===== src/rtl/I3CCSR_pkg.sv =====
// CSR register-block geometry shared by the CPU interface bridges.
package I3CCSR_pkg;
    localparam int I3CCSR_MIN_ADDR_WIDTH = 12;
    localparam int I3CCSR_DATA_WIDTH     = 32;
endpackage


===== src/rtl/cpuif_axi_lite_master.sv =====
// Bridges single-cycle CSR requests onto an AXI-Lite manager port, one transaction at a time.
// Latency: accept -> ack is 3 cycles against a zero-wait subordinate, plus any AXI wait states.
// Backpressure: both stalls stay high from accept until the ack cycle; stalled requests are ignored.
module cpuif_axi_lite_master #(
    parameter int                          AxiLiteAddrWidth = 32,
    parameter int                          AxiLiteDataWidth = 32,
    parameter logic [AxiLiteAddrWidth-1:0] BaseAddr         = '0,
    parameter logic [2:0]                  AxProt           = 3'b000,
    localparam int                         CsrAddrWidth     = I3CCSR_pkg::I3CCSR_MIN_ADDR_WIDTH,
    localparam int                         CsrDataWidth     = I3CCSR_pkg::I3CCSR_DATA_WIDTH
) (
    input  logic                            clk_i,
    input  logic                            rst_ni,
    input  logic                            s_cpuif_req,
    input  logic                            s_cpuif_req_is_wr,
    input  logic [CsrAddrWidth-1:0]         s_cpuif_addr,
    input  logic [CsrDataWidth-1:0]         s_cpuif_wr_data,
    input  logic [CsrDataWidth-1:0]         s_cpuif_wr_biten,
    output logic                            s_cpuif_req_stall_wr,
    output logic                            s_cpuif_req_stall_rd,
    output logic                            s_cpuif_rd_ack,
    output logic                            s_cpuif_rd_err,
    output logic [CsrDataWidth-1:0]         s_cpuif_rd_data,
    output logic                            s_cpuif_wr_ack,
    output logic                            s_cpuif_wr_err,
    output logic                            awvalid_o,
    input  logic                            awready_i,
    output logic [AxiLiteAddrWidth-1:0]     awaddr_o,
    output logic [2:0]                      awprot_o,
    output logic                            wvalid_o,
    input  logic                            wready_i,
    output logic [AxiLiteDataWidth-1:0]     wdata_o,
    output logic [AxiLiteDataWidth/8-1:0]   wstrb_o,
    input  logic                            bvalid_i,
    output logic                            bready_o,
    input  logic [1:0]                      bresp_i,
    output logic                            arvalid_o,
    input  logic                            arready_i,
    output logic [AxiLiteAddrWidth-1:0]     araddr_o,
    output logic [2:0]                      arprot_o,
    input  logic                            rvalid_i,
    output logic                            rready_o,
    input  logic [AxiLiteDataWidth-1:0]     rdata_i,
    input  logic [1:0]                      rresp_i
);
    localparam int StrbWidth = AxiLiteDataWidth / 8;
    localparam int ExtWidth  = (AxiLiteAddrWidth > CsrAddrWidth) ? AxiLiteAddrWidth : CsrAddrWidth;

    if (AxiLiteDataWidth != 32) begin : g_bad_data_width
        $error("cpuif_axi_lite_master: AxiLiteDataWidth must be 32");
    end
    if (AxiLiteAddrWidth < 10 || AxiLiteAddrWidth > 64) begin : g_bad_addr_width
        $error("cpuif_axi_lite_master: AxiLiteAddrWidth must be within 10..64");
    end

    typedef enum logic [2:0] {
        IDLE         = 3'd0,
        WR_ADDR_DATA = 3'd1,
        WR_RESP      = 3'd2,
        RD_ADDR      = 3'd3,
        RD_RESP      = 3'd4
    } state_e;

    state_e                        state_q, state_d;
    logic                          awvalid_q, awvalid_d;
    logic                          wvalid_q, wvalid_d;
    logic [AxiLiteAddrWidth-1:0]   addr_q, addr_d;
    logic [CsrDataWidth-1:0]       wdata_q, wdata_d;
    logic [StrbWidth-1:0]          wstrb_q, wstrb_d;
    logic                          wr_ack_q, wr_ack_d;
    logic                          wr_err_q, wr_err_d;
    logic                          rd_ack_q, rd_ack_d;
    logic                          rd_err_q, rd_err_d;
    logic [CsrDataWidth-1:0]       rd_data_q, rd_data_d;
    logic [ExtWidth-1:0]           addr_sum;
    logic [StrbWidth-1:0]          req_strb;
    logic                          unused_resp;

    // Only bit 1 distinguishes SLVERR/DECERR from OKAY/EXOKAY.
    assign unused_resp = bresp_i[0] ^ rresp_i[0];

    always_comb begin
        addr_sum = ExtWidth'(s_cpuif_addr) + ExtWidth'(BaseAddr);
        req_strb = '0;
        for (int i = 0; i < StrbWidth; i++) begin
            req_strb[i] = |s_cpuif_wr_biten[8*i +: 8];
        end
    end

    always_comb begin
        state_d   = state_q;
        awvalid_d = awvalid_q;
        wvalid_d  = wvalid_q;
        addr_d    = addr_q;
        wdata_d   = wdata_q;
        wstrb_d   = wstrb_q;
        wr_ack_d  = 1'b0;
        wr_err_d  = 1'b0;
        rd_ack_d  = 1'b0;
        rd_err_d  = 1'b0;
        rd_data_d = '0;
        case (state_q)
            IDLE: begin
                if (s_cpuif_req) begin
                    addr_d = addr_sum[AxiLiteAddrWidth-1:0];
                    if (s_cpuif_req_is_wr) begin
                        wdata_d   = s_cpuif_wr_data;
                        wstrb_d   = req_strb;
                        awvalid_d = 1'b1;
                        wvalid_d  = 1'b1;
                        state_d   = WR_ADDR_DATA;
                    end else begin
                        state_d = RD_ADDR;
                    end
                end
            end
            WR_ADDR_DATA: begin
                // AW and W retire independently; leave once both are gone.
                if (awready_i) awvalid_d = 1'b0;
                if (wready_i)  wvalid_d  = 1'b0;
                if (!awvalid_d && !wvalid_d) state_d = WR_RESP;
            end
            WR_RESP: begin
                if (bvalid_i) begin
                    wr_ack_d = 1'b1;
                    wr_err_d = bresp_i[1];
                    state_d  = IDLE;
                end
            end
            RD_ADDR: begin
                if (arready_i) state_d = RD_RESP;
            end
            RD_RESP: begin
                if (rvalid_i) begin
                    rd_ack_d  = 1'b1;
                    rd_err_d  = rresp_i[1];
                    rd_data_d = rdata_i;
                    state_d   = IDLE;
                end
            end
            default: begin
                state_d   = IDLE;
                awvalid_d = 1'b0;
                wvalid_d  = 1'b0;
            end
        endcase
    end

    always_ff @(posedge clk_i or negedge rst_ni) begin
        if (!rst_ni) begin
            state_q   <= IDLE;
            awvalid_q <= 1'b0;
            wvalid_q  <= 1'b0;
            addr_q    <= '0;
            wdata_q   <= '0;
            wstrb_q   <= '0;
            wr_ack_q  <= 1'b0;
            wr_err_q  <= 1'b0;
            rd_ack_q  <= 1'b0;
            rd_err_q  <= 1'b0;
            rd_data_q <= '0;
        end else begin
            state_q   <= state_d;
            awvalid_q <= awvalid_d;
            wvalid_q  <= wvalid_d;
            addr_q    <= addr_d;
            wdata_q   <= wdata_d;
            wstrb_q   <= wstrb_d;
            wr_ack_q  <= wr_ack_d;
            wr_err_q  <= wr_err_d;
            rd_ack_q  <= rd_ack_d;
            rd_err_q  <= rd_err_d;
            rd_data_q <= rd_data_d;
        end
    end

    assign s_cpuif_req_stall_wr = (state_q != IDLE);
    assign s_cpuif_req_stall_rd = (state_q != IDLE);
    assign s_cpuif_wr_ack       = wr_ack_q;
    assign s_cpuif_wr_err       = wr_err_q;
    assign s_cpuif_rd_ack       = rd_ack_q;
    assign s_cpuif_rd_err       = rd_err_q;
    assign s_cpuif_rd_data      = rd_data_q;

    assign awvalid_o = awvalid_q;
    assign awaddr_o  = addr_q;
    assign awprot_o  = AxProt;
    assign wvalid_o  = wvalid_q;
    assign wdata_o   = wdata_q;
    assign wstrb_o   = wstrb_q;
    assign bready_o  = (state_q == WR_RESP);
    assign arvalid_o = (state_q == RD_ADDR);
    assign araddr_o  = addr_q;
    assign arprot_o  = AxProt;
    assign rready_o  = (state_q == RD_RESP);
endmodule


===== config.mk =====
export PLATFORM = sky130hd
export DESIGN_NAME = cpuif_axi_lite_master
export DESIGN_NICKNAME = d
export VERILOG_FILES = /design/src/rtl/I3CCSR_pkg.sv /design/src/rtl/cpuif_axi_lite_master.sv
export SDC_FILE = /design/constraint.sdc
export NUM_CORES = 1
export LEC_CHECK = 0
export BUFFER_PORTS_ARGS = -buffer_cell sky130_fd_sc_hd__clkbuf_2
export CAP_MARGIN = 40
export CORE_ASPECT_RATIO = 1.4
export CORE_MARGIN = 2
export CORE_UTILIZATION = 25
export DETAILED_ROUTE_END_ITERATION = 8
export GPL_ROUTABILITY_DRIVEN = 0
export PLACE_DENSITY = 0.64
export SLEW_MARGIN = 20
export SYNTH_ARGS = -nofsm -noshare
export SYNTH_HDL_FRONTEND = slang
export SYNTH_SLANG_ARGS = --single-unit

===== constraint.sdc =====
create_clock -name clk_i -period 2.1 [get_ports clk_i]
set_input_delay 0.315 -clock clk_i [delete_from_list [all_inputs] [get_ports clk_i]]
set_output_delay 0.315 -clock clk_i [all_outputs]
set_load 0.005 [all_outputs]

==> results.sh <==
export IMPL_outcome="completed"
export IMPL_die_height_um=150
export IMPL_multiInputGateArea_sq_um=1210
export IMPL_syn_area_sq_um=3790
export IMPL_clockBufferDepth=2
export IMPL_grt_overflow_total=0
export IMPL_cts_setup_buffers=0
export IMPL_leakage_nw=2.80
export IMPL_worstHoldEndpoint="s_cpuif_rd_data[26]"
export IMPL_wl_um=8550
export IMPL_rows=53
export IMPL_drv_cap=0
export IMPL_dp_cells=682
export IMPL_port_buffers=221
export IMPL_final_antenna_net_count=0
export IMPL_critPathBufInv=1
export IMPL_first_pass_iters=4
export IMPL_synth_warnings=0
export IMPL_worstSetupEndpointType="register"
export IMPL_diodes=0
export IMPL_cts_tree="built"
export IMPL_critPathMaxFanout=27
export IMPL_swShare_pct=29.4
export IMPL_crit_chain="or3_4 > nor2_8 > buf_12 > mux2_1"
export IMPL_drive_gt1_share_pct=52.7
export IMPL_place_area_sq_um=4860
export IMPL_period_share_pct=85.2
export IMPL_finalInstanceArea_sq_um=5180
export IMPL_arrival_ns=2.00
export IMPL_route_met2_wl_um=4610
export IMPL_rr_endpoint="wdata_o[18]"
export IMPL_clock_skew_ns=0.00821
export IMPL_viasPerCell=3.90
export IMPL_ir_worst_vdd_mv=0.357
export IMPL_fin_tns_setup_ns=0
export IMPL_hold_slack_ns=0.185
export IMPL_cp_top_family="simple AND/OR/NAND/NOR gates"
export IMPL_die_w_um=108
export IMPL_ys_ff_latch=89
export IMPL_setup_viol=0
export IMPL_stdcell_count=699
export IMPL_slew_violations=0
export IMPL_hold_viol=0
export IMPL_area_growth_pct=36.8
export IMPL_core_area_sq_um=14900
export IMPL_h_tree_depth=3
export IMPL_drc_errors=0
export IMPL_cts_root_buf="clkbuf_16"
export IMPL_fmax_ghz=0.559
export IMPL_ff2ff_setup_slack_ns=0.31
export IMPL_required_ns=2.31
export IMPL_cts_resized=0
export IMPL_highest_layer="met5"
export IMPL_path_class="register to register"
export IMPL_track_usage_pct=10.1
export IMPL_dp_hpwl_um=6990
export IMPL_avgSynthCellArea_sq_um=13.2
export IMPL_wl_per_cell_um=12.2
export IMPL_vias=2727
export IMPL_max_stage_delay_ns=0.48
export IMPL_numCtsBuffers=9
export IMPL_power_frac_seq_pct=43.4
export IMPL_die_area_sq_um=16200
export IMPL_cts_sinks=89
export IMPL_worstSkewPairLatency_ns=0.33
export IMPL_grt_max_degree=50
export IMPL_met1_length_um=2890
export IMPL_r2r_start="state_q[1]"
export IMPL_met3WireLength_um=885
export IMPL_p_per_area_nw_per_um2=1140
export IMPL_boundaryPins=270
export IMPL_rsz0062_at_grt="no"
export IMPL_min_from="rdata_i[26]"
export IMPL_cp_start_kind="register"
export IMPL_finalWorstPathRequiredPeriod_ns=1.79
export IMPL_reg2reg_depth=4
export IMPL_syn_inst=288
export IMPL_p_comb_share_pct=29.1
export IMPL_grt_pass1_wl_um=12600
export IMPL_clkPwrFrac_pct=27.5
export IMPL_seq_area_sq_um=2230
export IMPL_p_sw_mw=1.73
export IMPL_nFillCells=1523
export IMPL_holdPathStages=2
export IMPL_clkTransAtPathRegs_ns=0.06
export IMPL_layout_nets=623
export IMPL_min_path_type="input pin to register"
export IMPL_initial_core_util_pct=25.4
export IMPL_synth_seq_area_share_pct=58.8
export IMPL_antenna_found_initial=1
export IMPL_slowest_stage="dfrtp_1"
export IMPL_first_iter_violations=49
export IMPL_synth_cell_type_count=32
export IMPL_grt_pass1_vias=2626
export IMPL_intPower_mw=4.17
per-layer routing:
metal	vias to the layer above	global-route usage, %
li1	1276	-
met2	162	18.2
met5	-	0
met3	9	4.31
met1	1278	10.1
met4	2	4.10
worst register-to-register path, cell delays in order (launching register included):
cell and delay [ns]:
dfrtp_1 0.48, or3_4 0.48, nor2_8 0.15, buf_12 0.19, mux2_1 0.37
Yosys cell counts (all sizes together):
master | count | area (sq um)
inv | 3 | 11.3
a21o | 1 | 7.51
and2 | 34 | 213
clkbuf | 7 | 26.3
o21ai | 2 | 10.0
conb | 1 | 3.75
a32oi | 1 | 8.76
or3 | 1 | 11.3
o21bai | 1 | 7.51
nor3b | 1 | 7.51
nand2b | 2 | 12.5
o31ai | 1 | 7.51
mux2 | 48 | 541
a2bb2oi | 1 | 8.76
or2 | 1 | 6.26
or3b | 1 | 8.76
a211oi | 1 | 7.51
and3 | 2 | 12.5
dfrtp | 89 | 2230
buf | 63 | 484
nand3b | 1 | 7.51
o22ai | 2 | 12.5
nor4 | 8 | 50.1
mux2i | 1 | 10.0
nor2 | 3 | 30.0
and3b | 1 | 8.76
nor2b | 2 | 12.5
nand2 | 9 | 33.8
state kept, by name, summed over array words and instances (netlist names):
name,count
wdata_o,32
awvalid_o,1
s_cpuif_rd_err,1
araddr_o,12
s_cpuif_wr_err,1
wvalid_o,1
s_cpuif_wr_ack,1
wstrb_o,4
state_q,3
s_cpuif_rd_data,32
s_cpuif_rd_ack,1
layout by cell type, fill, tap and decap left out:
| cell type | count |
|---|---|
| inv_6 | 1 |
| clkbuf_8 | 1 |
| nand3b_1 | 1 |
| o22ai_1 | 2 |
| a2bb2oi_1 | 1 |
| and3b_1 | 1 |
| a32oi_1 | 1 |
| nor2b_1 | 2 |
| nand2b_1 | 2 |
| buf_12 | 2 |
| nor2_8 | 1 |
| a21o_1 | 1 |
| clkbuf_2 | 220 |
| and3_1 | 2 |
| mux2_1 | 29 |
| or2_2 | 1 |
| nor2_1 | 1 |
| or3b_2 | 1 |
| clkinv_4 | 2 |
| nand2_1 | 9 |
| dlygate4sd3_1 | 1 |
| mux2_2 | 19 |
| and2_1 | 34 |
| or3_4 | 1 |
| conb_1 | 46 |
| clkbuf_16 | 9 |
| mux2i_1 | 1 |
| o31ai_1 | 1 |
| o21ai_0 | 2 |
| dfrtp_1 | 89 |
| nor4_1 | 8 |
| bufinv_16 | 1 |
| clkinv_2 | 2 |
| o21bai_1 | 1 |
| buf_4 | 5 |
| a211oi_1 | 1 |
| inv_1 | 3 |
| nor3b_1 | 1 |
| nor2_2 | 1 |
kinds of logic (layout without fill, tap and decap cells):
logic type      Yosys count  in the layout  synth area share [%]
flops                    89             89                  58.8
buf+inv                  73            247                  13.8
simple gates             66             66                  10.9
mux                      49             49                  14.5
compound gates           10             10                  1.85
other cells               1             46                0.0990
power by group through the flow:
| stage | clock (mW) | sequential (mW) | combinational (mW) |
|---|---|---|---|
| floorplan | 0 | 2.55 | 1.05 |
| global placement | 0 | 2.56 | 1.71 |
| detailed placement | 0 | 2.61 | 1.76 |
| CTS | 1.70 | 2.57 | 1.76 |
| global route | 1.78 | 2.64 | 1.91 |
| finish | 1.62 | 2.56 | 1.72 |
worst max path at each step:
stage,start,end,slack (ns),cells after the start
detailed placement,state_q[1],wdata_o[18],0.29,4
finish,state_q[1],wdata_o[18],0.31,4
floorplan,state_q[1],wdata_o[0],0.34,5
global placement,state_q[1],wdata_o[28],0.34,4
CTS,state_q[1],wdata_o[18],0.28,4
global route,state_q[1],wdata_o[18],0.21,4
final cells by class:
class | count | share of cell area (%)
Inverter | 3 | 0.217
Tap cell | 192 | 4.64
Clock buffer | 10 | 4.61
Sequential cell | 89 | 43.0
Clock inverter | 6 | 1.28
Timing Repair Buffer | 228 | 22.9
Multi-Input combinational cell | 171 | 23.3
stage by stage:
stage          worst slack, ns  total power [mW]  util, %
3_3_place_gp             0.343              4.27     32.6
5_1_grt                  0.215              6.33     34.7
3_5_place_dp             0.293              4.36     32.6
4_1_cts                  0.284              6.04     34.7
2_1_floorplan            0.337              3.60        -
6_report                 0.310              5.90     34.7
timing repair:
action	in CTS	in global routing
endpoints found under the setup margin	0	0
hold buffers	1	0
endpoints found under the hold margin	12	0
Note: power is estimated with default switching activity, not from simulation.
